**config.mk**
```make
export PLATFORM = sky130hd
export DESIGN_NAME = tmr_error_collector_flat
export DESIGN_NICKNAME = d
export VERILOG_FILES = /design/src/rtl/tmr_error_collector_if.sv /design/src/rtl/tmr_error_collector.sv /design/src/flat_wrapper.sv
export SDC_FILE = /design/constraint.sdc
export NUM_CORES = 1
export LEC_CHECK = 0
export ABC_CLOCK_PERIOD_IN_PS = 4800
export BUFFER_PORTS_ARGS = -buffer_cell sky130_fd_sc_hd__buf_4
export CAP_MARGIN = 40
export CORE_ASPECT_RATIO = 1.75
export CORE_UTILIZATION = 35
export DETAILED_ROUTE_END_ITERATION = 16
export PLACE_DENSITY_LB_ADDON = 0.2
export SLEW_MARGIN = 20
export SYNTH_ARGS = -nofsm -noshare
export SYNTH_HDL_FRONTEND = slang
export SYNTH_SLANG_ARGS = --single-unit
```
**constraint.sdc**
```tcl
create_clock -name clk -period 4.8 [get_ports clk]
set_input_delay 0.96 -clock clk [delete_from_list [all_inputs] [get_ports clk]]
set_output_delay 0.96 -clock clk [all_outputs]
set_load 0.02 [all_outputs]
```
**src/rtl/tmr_error_collector_if.sv**
```systemverilog
// Bundles the per-instance tmrError inputs with the collector's status outputs.
// The collector side takes the slave modport; whoever drives the flags takes master.
interface tmr_error_collector_if #(
    parameter int N     = 10,
    parameter int CNT_W = 16,
    parameter int IDX_W = 4
) ();
    logic [N-1:0]     tmr_err;
    logic [N-1:0]     mask;
    logic             clr;
    logic [N-1:0]     err_sticky;
    logic             err_any;
    logic [CNT_W-1:0] err_count;
    logic [IDX_W-1:0] first_idx;
    logic             first_valid;
    logic             irq;

    modport master (
        output tmr_err, mask, clr,
        input  err_sticky, err_any, err_count, first_idx, first_valid, irq
    );

    modport slave (
        input  tmr_err, mask, clr,
        output err_sticky, err_any, err_count, first_idx, first_valid, irq
    );
endinterface

```
**src/rtl/tmr_error_collector.sv**
```systemverilog
// Per-instance TMR error collector: syncs async flags, counts rising edges, latches first offender.
// Status updates two edges after a flag is first sampled high; no backpressure, every event is absorbed.
module tmr_error_collector #(
    parameter int N      = 10,
    parameter int CNT_W  = 16,
    parameter int THRESH = 1,
    parameter int IDX_W  = 4
) (
    input  logic                clk,
    input  logic                rst,
    tmr_error_collector_if.slave bus
);
    localparam int SUM_W = CNT_W + 1 + $clog2(N + 1);
    localparam logic [SUM_W-1:0] CNT_MAX  = {{(SUM_W - CNT_W){1'b0}}, {CNT_W{1'b1}}};
    localparam logic [SUM_W-1:0] THRESH_W = SUM_W'(THRESH);

    logic [N-1:0]     syncS1, syncS2, syncS3;
    logic [N-1:0]     errSticky;
    logic [CNT_W-1:0] errCount;
    logic [IDX_W-1:0] firstIdx;
    logic             firstValid;
    logic             irqReg;

    logic [N-1:0]     riseVec;
    logic [SUM_W-1:0] incSum;
    logic [SUM_W-1:0] baseCount;
    logic [SUM_W-1:0] totalSum;
    logic [CNT_W-1:0] nextCount;
    logic [IDX_W-1:0] lowIdx;
    logic             baseValid;

    // s3 follows s2 regardless of mask so unmasking a held-high flag is silent.
    always_comb begin
        riseVec   = syncS2 & ~syncS3 & ~bus.mask;
        incSum    = '0;
        for (int i = 0; i < N; i++) begin
            incSum = incSum + SUM_W'(riseVec[i]);
        end
        baseCount = bus.clr ? '0 : {{(SUM_W - CNT_W){1'b0}}, errCount};
        totalSum  = baseCount + incSum;
        nextCount = (totalSum > CNT_MAX) ? CNT_MAX[CNT_W-1:0] : totalSum[CNT_W-1:0];
        baseValid = bus.clr ? 1'b0 : firstValid;
        lowIdx    = '0;
        for (int i = N - 1; i >= 0; i--) begin
            if (riseVec[i]) begin
                lowIdx = IDX_W'(i);
            end
        end
    end

    always_ff @(posedge clk or posedge rst) begin
        if (rst) begin
            syncS1     <= '0;
            syncS2     <= '0;
            syncS3     <= '0;
            errSticky  <= '0;
            errCount   <= '0;
            firstIdx   <= '0;
            firstValid <= 1'b0;
            irqReg     <= 1'b0;
        end else begin
            syncS1    <= bus.tmr_err;
            syncS2    <= syncS1;
            syncS3    <= syncS2;
            errSticky <= (bus.clr ? '0 : errSticky) | riseVec;
            errCount  <= nextCount;
            // Clear is applied before this cycle's events, so a same-cycle rise re-captures.
            if (!baseValid && (riseVec != '0)) begin
                firstIdx   <= lowIdx;
                firstValid <= 1'b1;
            end else begin
                firstValid <= baseValid;
            end
            irqReg <= (baseCount < THRESH_W) && (totalSum >= THRESH_W);
        end
    end

    assign bus.err_sticky  = errSticky;
    assign bus.err_any     = |errSticky;
    assign bus.err_count   = errCount;
    assign bus.first_idx   = firstIdx;
    assign bus.first_valid = firstValid;
    assign bus.irq         = irqReg;
endmodule

```
**src/flat_wrapper.sv**
```systemverilog
// flat-port wrapper written by rule: the top's interface ports become plain ports
module tmr_error_collector_flat 
#(
    parameter int N      = 10,
    parameter int CNT_W  = 16,
    parameter int THRESH = 1,
    parameter int IDX_W  = 4
)
  (clk, rst, bus_tmr_err, bus_mask, bus_clr, bus_err_sticky, bus_err_any, bus_err_count, bus_first_idx, bus_first_valid, bus_irq);
  tmr_error_collector_if #(.N(N), .CNT_W(CNT_W), .IDX_W(IDX_W)) bus_i ();
  input  logic clk;
  input  logic rst;
  input wire logic [$bits(bus_i.tmr_err)-1:0] bus_tmr_err;
  input wire logic [$bits(bus_i.mask)-1:0] bus_mask;
  input wire logic [$bits(bus_i.clr)-1:0] bus_clr;
  output wire logic [$bits(bus_i.err_sticky)-1:0] bus_err_sticky;
  output wire logic [$bits(bus_i.err_any)-1:0] bus_err_any;
  output wire logic [$bits(bus_i.err_count)-1:0] bus_err_count;
  output wire logic [$bits(bus_i.first_idx)-1:0] bus_first_idx;
  output wire logic [$bits(bus_i.first_valid)-1:0] bus_first_valid;
  output wire logic [$bits(bus_i.irq)-1:0] bus_irq;
  assign bus_i.tmr_err = bus_tmr_err;
  assign bus_i.mask = bus_mask;
  assign bus_i.clr = bus_clr;
  assign bus_err_sticky = bus_i.err_sticky;
  assign bus_err_any = bus_i.err_any;
  assign bus_err_count = bus_i.err_count;
  assign bus_first_idx = bus_i.first_idx;
  assign bus_first_valid = bus_i.first_valid;
  assign bus_irq = bus_i.irq;
  tmr_error_collector #(.N(N), .CNT_W(CNT_W), .THRESH(THRESH), .IDX_W(IDX_W)) u_core (.clk(clk), .rst(rst), .bus(bus_i));
endmodule
```
==> flow_metrics.tcl, run 1 <==
set metrics [dict create \
    synth_edf_count 0 \
    min_period_over_period_pct 100 \
    dr.pass1.iters 10 \
    htree_levels 3 \
    drive_gt1_share_pct 35.4 \
    holdPathEnd "u_core.syncS2[7]" \
    cp.required_ns 4.99 \
    ys_ff_latch 62 \
    violations "design-rule violations, negative setup slack" \
    cts_root_buf "clkbuf_16" \
    p_clk_share_pct 42.3 \
    cts_num_sinks 62 \
    vias 2352 \
    diodes 0 \
    whs_path_depth 0 \
    port_buffers 55 \
    gp_congestion 0.874 \
    utilization_pct 51.3 \
    setup_viol 1 \
    criticalPathCategory "primary input to flip-flop" \
    postCtsHoldBufs 0 \
    rsz0062_at_grt "yes" \
    layout_common_cells "buf_4 (89), dfrtp_1 (62), nand2_1 (26)" \
    setup_slack_ns -0.0235 \
    drcViolationCount 5 \
    relSlewSlack_pct 65.4 \
    reg2reg_depth 17 \
    worst_setup_path_start_kind "primary input" \
    internal-power_w 0.00121 \
    grt_pass1_wl_mm 12.2 \
    ys_async_sr_fraction_pct 100 \
    maxCapViolCount 0 \
    syn_avg_cell_area_um2 11.0 \
    start_util_pct 36.7 \
    cp-end-kind "flip-flop" \
    yosys_warnings 0 \
    pin_count 56 \
    cts_tree "done" \
    final_common_cell "buf_4" \
    synthToLayoutAreaGrowth_pct 39.5 \
    p_switching_w 0.000430 \
    final_antenna_net_count 0 \
    grt_start_max_net_pins 63 \
    path_clk_slew_ns 0.05 \
    synth_top_area_share_pct 52.7 \
    grtUsageMet2_pct 34.0 \
    drt_wl_total_mm 7.48 \
    yosys.area.top_type "dfrtp_1" \
    grt.busiest_layer "met2" \
    cts_buffers 9 \
    ys_types 47 \
    status "finished with violations" \
    cp.arrival_ns 5.02 \
    synth-main-ff-cell "dfrtp_1" \
    r2r_end "u_core.bus.irq" \
    wl_per_cell_um 16.4 \
    crit-reg2reg-launch "u_core.syncS3[1]" \
    die_w_um 71.3 \
    p_leak_nw 2.08 \
    vdd_drop_max_v 0.000190 \
    drtIter0Drc 107 \
    syn_inst 268 \
    drv_slew 0 \
    hpwl_mm 5.52 \
    grt_usage_pct 18.9 \
    timing.fmax_ghz 0.207 \
    switching_share_pct 26.2 \
    finalHoldViolCount 0 \
    finalInstanceArea_um2 4110 \
    synth_area_leaders "dfrtp_1 (53%), ha_1 (5.1%), fa_1 (4.1%)" \
    grtUsageMet3_pct 4.32 \
    vias_per_cell 5.15 \
    dieArea_um2 8800 \
    clock_path_buffers 2 \
    tightest_slew_ns 0.514 \
    placement.cell_area_um2 3710 \
    gr-usage-met1_pct 19.9 \
    gr-total-overflow 0 \
    syn-num-nets 309 \
    preCtsSetupSlack_ns -0.450 \
    chipHeight_um 123 \
    finClkSkew_ns 0.00617 \
    std_cell_rows 43 \
    antenna_found_initial 0 \
    tns_ns -0.0235 \
    power.density_nw_per_um2 400 \
    coreArea_um2 8020 \
    path_max_fanout 4 \
    min_period_ns 4.82 \
    fin_nets 404 \
    hold_class "flip-flop to flip-flop" \
    clk_latency_ns 0.33 \
    yosysSeqAreaShare_pct 52.7 \
    grt_pass1_vias 2445 \
    comb_power_share_pct 21.2 \
    seqPwrFrac_pct 36.5 \
    worstHoldStart "u_core.syncS1[7]" \
    syn_area_um2 2950 \
    r2r_slack_ns 0.34 \
]
-- per-layer routing --
metal	wire length [um]	part of all wire, %	up-vias
li1	-	-	1133
met1	2790	37	1158
met2	4200	56	45
met3	287	3.8	16
met4	201	2.7	0
met5	0	0	-
-- metrics by stage --
stage	hold slack, ns	total power [W]	cells
2_1_floorplan	0.331	0.000799	268
3_3_place_gp	0.333	0.000939	438
3_5_place_dp	0.336	0.000950	438
4_1_cts	0.348	0.00165	454
5_1_grt	0.350	0.00172	457
6_report	0.343	0.00164	457
-- how the worst max path moves through the flow --
stage,from,to,slack [ns],depth (start not counted)
after global placement,bus_mask[1],u_core.bus.irq,-0.34,18
after global routing,bus_mask[1],u_core.bus.irq,-0.1,18
after CTS,bus_mask[1],u_core.bus.irq,-0.009,18
after floorplan,bus_mask[1],u_core.bus.irq,-0.12,17
after detailed placement,bus_mask[1],u_core.bus.irq,-0.45,18
final,bus_mask[1],u_core.bus.irq,-0.02,18
-- power groups by stage --
stage                     clock (W)  sequential (W)  combinational, W
after floorplan                   0        0.000636          0.000162
after global placement            0        0.000609          0.000330
after detailed placement          0        0.000609          0.000341
after CTS                  0.000713        0.000600          0.000341
after global routing       0.000734        0.000604          0.000377
final                      0.000696        0.000600          0.000348
-- registers in the layout (all words and copies together) (netlist names) --
name                    cells
u_core.syncS3              10
u_core.bus.err_sticky      10
u_core.syncS1              10
u_core.bus.first_valid      1
u_core.bus.first_idx        4
u_core.bus.irq              1
u_core.bus.err_count       16
u_core.syncS2              10
-- cell families (layout without fill, tap and decap cells) --
group,after synthesis,in the layout,synth area share (%)
XOR/XNOR,8,8,2.38
buffers and inverters,28,127,3.91
AND/OR/NAND/NOR,95,95,18.5
adder cells (fa/ha/maj),18,18,9.18
flip-flops,62,62,52.7
AO/OA/AOI/OAI,54,54,12.3
multiplexers,3,3,1.10
-- critical path, cell delays in order --
cell,delay (ns)
buf_4,0.11
or3b_4,0.39
inv_4,0.07
ha_4,0.19
inv_2,0.05
fa_1,0.41
fa_1,0.50
inv_1,0.06
fa_1,0.45
ha_2,0.20
inv_2,0.06
fa_2,0.23
nor2b_4,0.05
o21a_4,0.21
or3_4,0.33
a221o_1,0.37
nor4b_2,0.25
a41oi_1,0.14
-- layout make-up --
class	instances	area, um^2
inverter	21	81.3
tap	90	113
clock buffer	11	253
multi-input combinational	178	1340
sequential	62	1550
fill	737	3910
timing repair buffer	91	699
clock inverter	4	70.1
-- Yosys cell counts, drive strengths merged (4+ instances only) --
master	instances
xnor2	5
nand2	26
nor3b	7
nor2	9
nand3	6
ha	12
nor4	6
nor2b	12
nand2b	4
and3	4
o21ai	14
dfrtp	62
fa	6
a21o	10
inv	21
a21oi	10
clkbuf	4
-- repair_timing --
| action | CTS | global route |
|---|---|---|
| hold endpoints to repair | 0 | 0 |
| setup endpoints to repair | 1 | 10 |
| buffers inserted | 1 | 2 |
| pin swaps | 6 | 4 |
| gates cloned | 0 | 0 |
| gates resized for setup | 1 | 8 |
Power figures use the tool's default switching activity.
==> inputs of run 2 (changes only) <==
- TNS_END_PERCENT: not set -> 1
==> run 2 against run 1 <==
  * The run still ends with design-rule violations, negative setup slack left
  * Die area is the same
  * Global-route usage is the same
  * Critical path depth is the same
  * Core utilization shrank 0.078 points
  * Largest cell class unchanged
  * Setup slack gained 0.00096 ns
  * Sequential power is essentially flat
  * Wire length is essentially flat
==> flow_metrics.tcl, run 2 (synthesized netlist as in run 1, its figures left out) <==
set metrics [dict create \
    vias 2363 \
    clk_latency_ns 0.33 \
    r2r_end "u_core.bus.irq" \
    holdPathEnd "u_core.syncS2[7]" \
    min_period_ns 4.82 \
    cts_num_sinks 62 \
    relSlewSlack_pct 66.0 \
    grt_start_max_net_pins 63 \
    crit-reg2reg-launch "u_core.syncS3[1]" \
    antenna_found_initial 0 \
    htree_levels 3 \
    cpLargestDelayFamily "adder cells" \
    diodes 0 \
    violations "design-rule violations, negative setup slack" \
    chipHeight_um 123 \
    path_clk_slew_ns 0.05 \
    status "finished with violations" \
    gr-total-overflow 0 \
    finClkSkew_ns 0.00629 \
    cpPeakStageDelay_ns 0.50 \
    critPathSlowestCell "fa_1" \
    pin_count 56 \
    cp.required_ns 4.99 \
    cts_buffers 9 \
    clock_path_buffers 2 \
    hpwl_mm 5.52 \
    path_max_fanout 4 \
    timing.fmax_ghz 0.207 \
    gr-usage-met1_pct 19.9 \
    power_w 0.00164 \
    grt_pass1_wl_mm 12.2 \
    port_buffers 55 \
    power.density_nw_per_um2 401 \
    cts_root_buf "clkbuf_16" \
    setup_slack_ns -0.0225 \
    preCtsSetupSlack_ns -0.450 \
    tightest_slew_ns 0.505 \
    critPathMostFrequentCell "fa_1" \
    layout_common_cells "buf_4 (90), dfrtp_1 (62), nand2_1 (26)" \
    vdd_drop_max_v 0.000190 \
    die_w_um 71.3 \
    largest_reg_flops 16 \
    drive_gt1_share_pct 35.1 \
    r2r_slack_ns 0.34 \
    drt_wl_total_mm 7.48 \
    grt.busiest_layer "met2" \
    final_antenna_net_count 0 \
    grtUsageMet3_pct 4.32 \
    worst_setup_path_start_kind "primary input" \
    start_util_pct 36.7 \
    gp_congestion 0.874 \
    criticalPathCategory "primary input to flip-flop" \
    setup_viol 1 \
    worstHoldStart "u_core.syncS1[7]" \
    fin_nets 404 \
    hold_class "flip-flop to flip-flop" \
    reg2reg_depth 17 \
    cp.arrival_ns 5.02 \
    min_period_over_period_pct 100 \
    drv_slew 0 \
    grtUsageMet2_pct 34.0 \
    maxCapViolCount 0 \
    path_cells "buf_4, or3b_4, inv_4, ha_4, inv_2, fa_1, fa_1, inv_1, fa_1, ha_2, inv_2, fa_2, nor2b_4, o21a_4, or3_4, a221o_1, nor4b_2, a41oi_1" \
    coreArea_um2 8020 \
    final_common_cell "buf_4" \
    wl_per_cell_um 16.4 \
    grt_pass1_vias 2445 \
    vias_per_cell 5.17 \
    cp-end-kind "flip-flop" \
    cts_tree "done" \
    whs_path_depth 0 \
    drtIter0Drc 104 \
    synthToLayoutAreaGrowth_pct 39.3 \
    drcViolationCount 5 \
    rsz0062_at_grt "yes" \
    std_cell_rows 43 \
    finalHoldViolCount 0 \
    dieArea_um2 8800 \
    grt_usage_pct 18.9 \
    critPathBufInv 5 \
    p_leak_nw 2.08 \
    dr.pass1.iters 10 \
]
-- run 2: cell counts in the layout (fill, tap and decap cells not counted) --
Identical to the previous run, type by type.
-- run 2: repair_timing --
item | 4_1_cts | 5_1_grt
gates resized for setup | 1 | 6
hold endpoints to repair | 0 | 0
pin swaps | 6 | 4
buffers inserted | 1 | 2
hold buffers | 0 | 0
endpoints found under the setup margin | 1 | 10
-- run 2: report_power, final --
| part | switching, W | leakage (nW) | internal, W |
|---|---|---|---|
| clock network | 0.000219 | 0.161 | 0.000477 |
| registers | 0.0000319 | 0.772 | 0.000568 |
| logic | 0.000180 | 1.14 | 0.000168 |
| total | 0.000431 | 2.08 | 0.00121 |
-- run 2: how the worst max path moves through the flow --
stage	startpoint	to	slack (ns)	cells past startpoint
2_1_floorplan	bus_mask[1]	u_core.bus.irq	-0.12	17
3_3_place_gp	bus_mask[1]	u_core.bus.irq	-0.34	18
3_5_place_dp	bus_mask[1]	u_core.bus.irq	-0.45	18
4_1_cts	bus_mask[1]	u_core.bus.irq	-0.009	18
5_1_grt	bus_mask[1]	u_core.bus.irq	-0.1	18
6_report	bus_mask[1]	u_core.bus.irq	-0.02	18
-- run 2: area by class of cell --
class	count	area [um^2]
fillers	737	3910
flip-flops and latches	62	1550
multi-input cells	178	1340
repair buffers	91	696
clock buffers	11	253
well taps	90	113
inverters	21	81.3
clock inverters	4	70.1
-- run 2: metrics by stage --
stage	cell area [um^2]	std cells	TNS [ns]	hold slack, ns	utilization [%]
3_5_place_dp	3710	438	-3.97	0.336	46.3
3_3_place_gp	3710	438	-2.94	0.333	46.3
2_1_floorplan	2980	268	-0.118	0.331	-
6_report	4100	457	-0.0225	0.343	51.2
5_1_grt	4100	457	-0.108	0.350	51.2
4_1_cts	4040	454	-0.00867	0.348	50.4
-- run 2: layer usage --
metal	vias up	part of all wire (%)
met1	1158	37
met3	18	3.7
met2	52	56
met5	-	0
li1	1135	-
met4	0	2.9
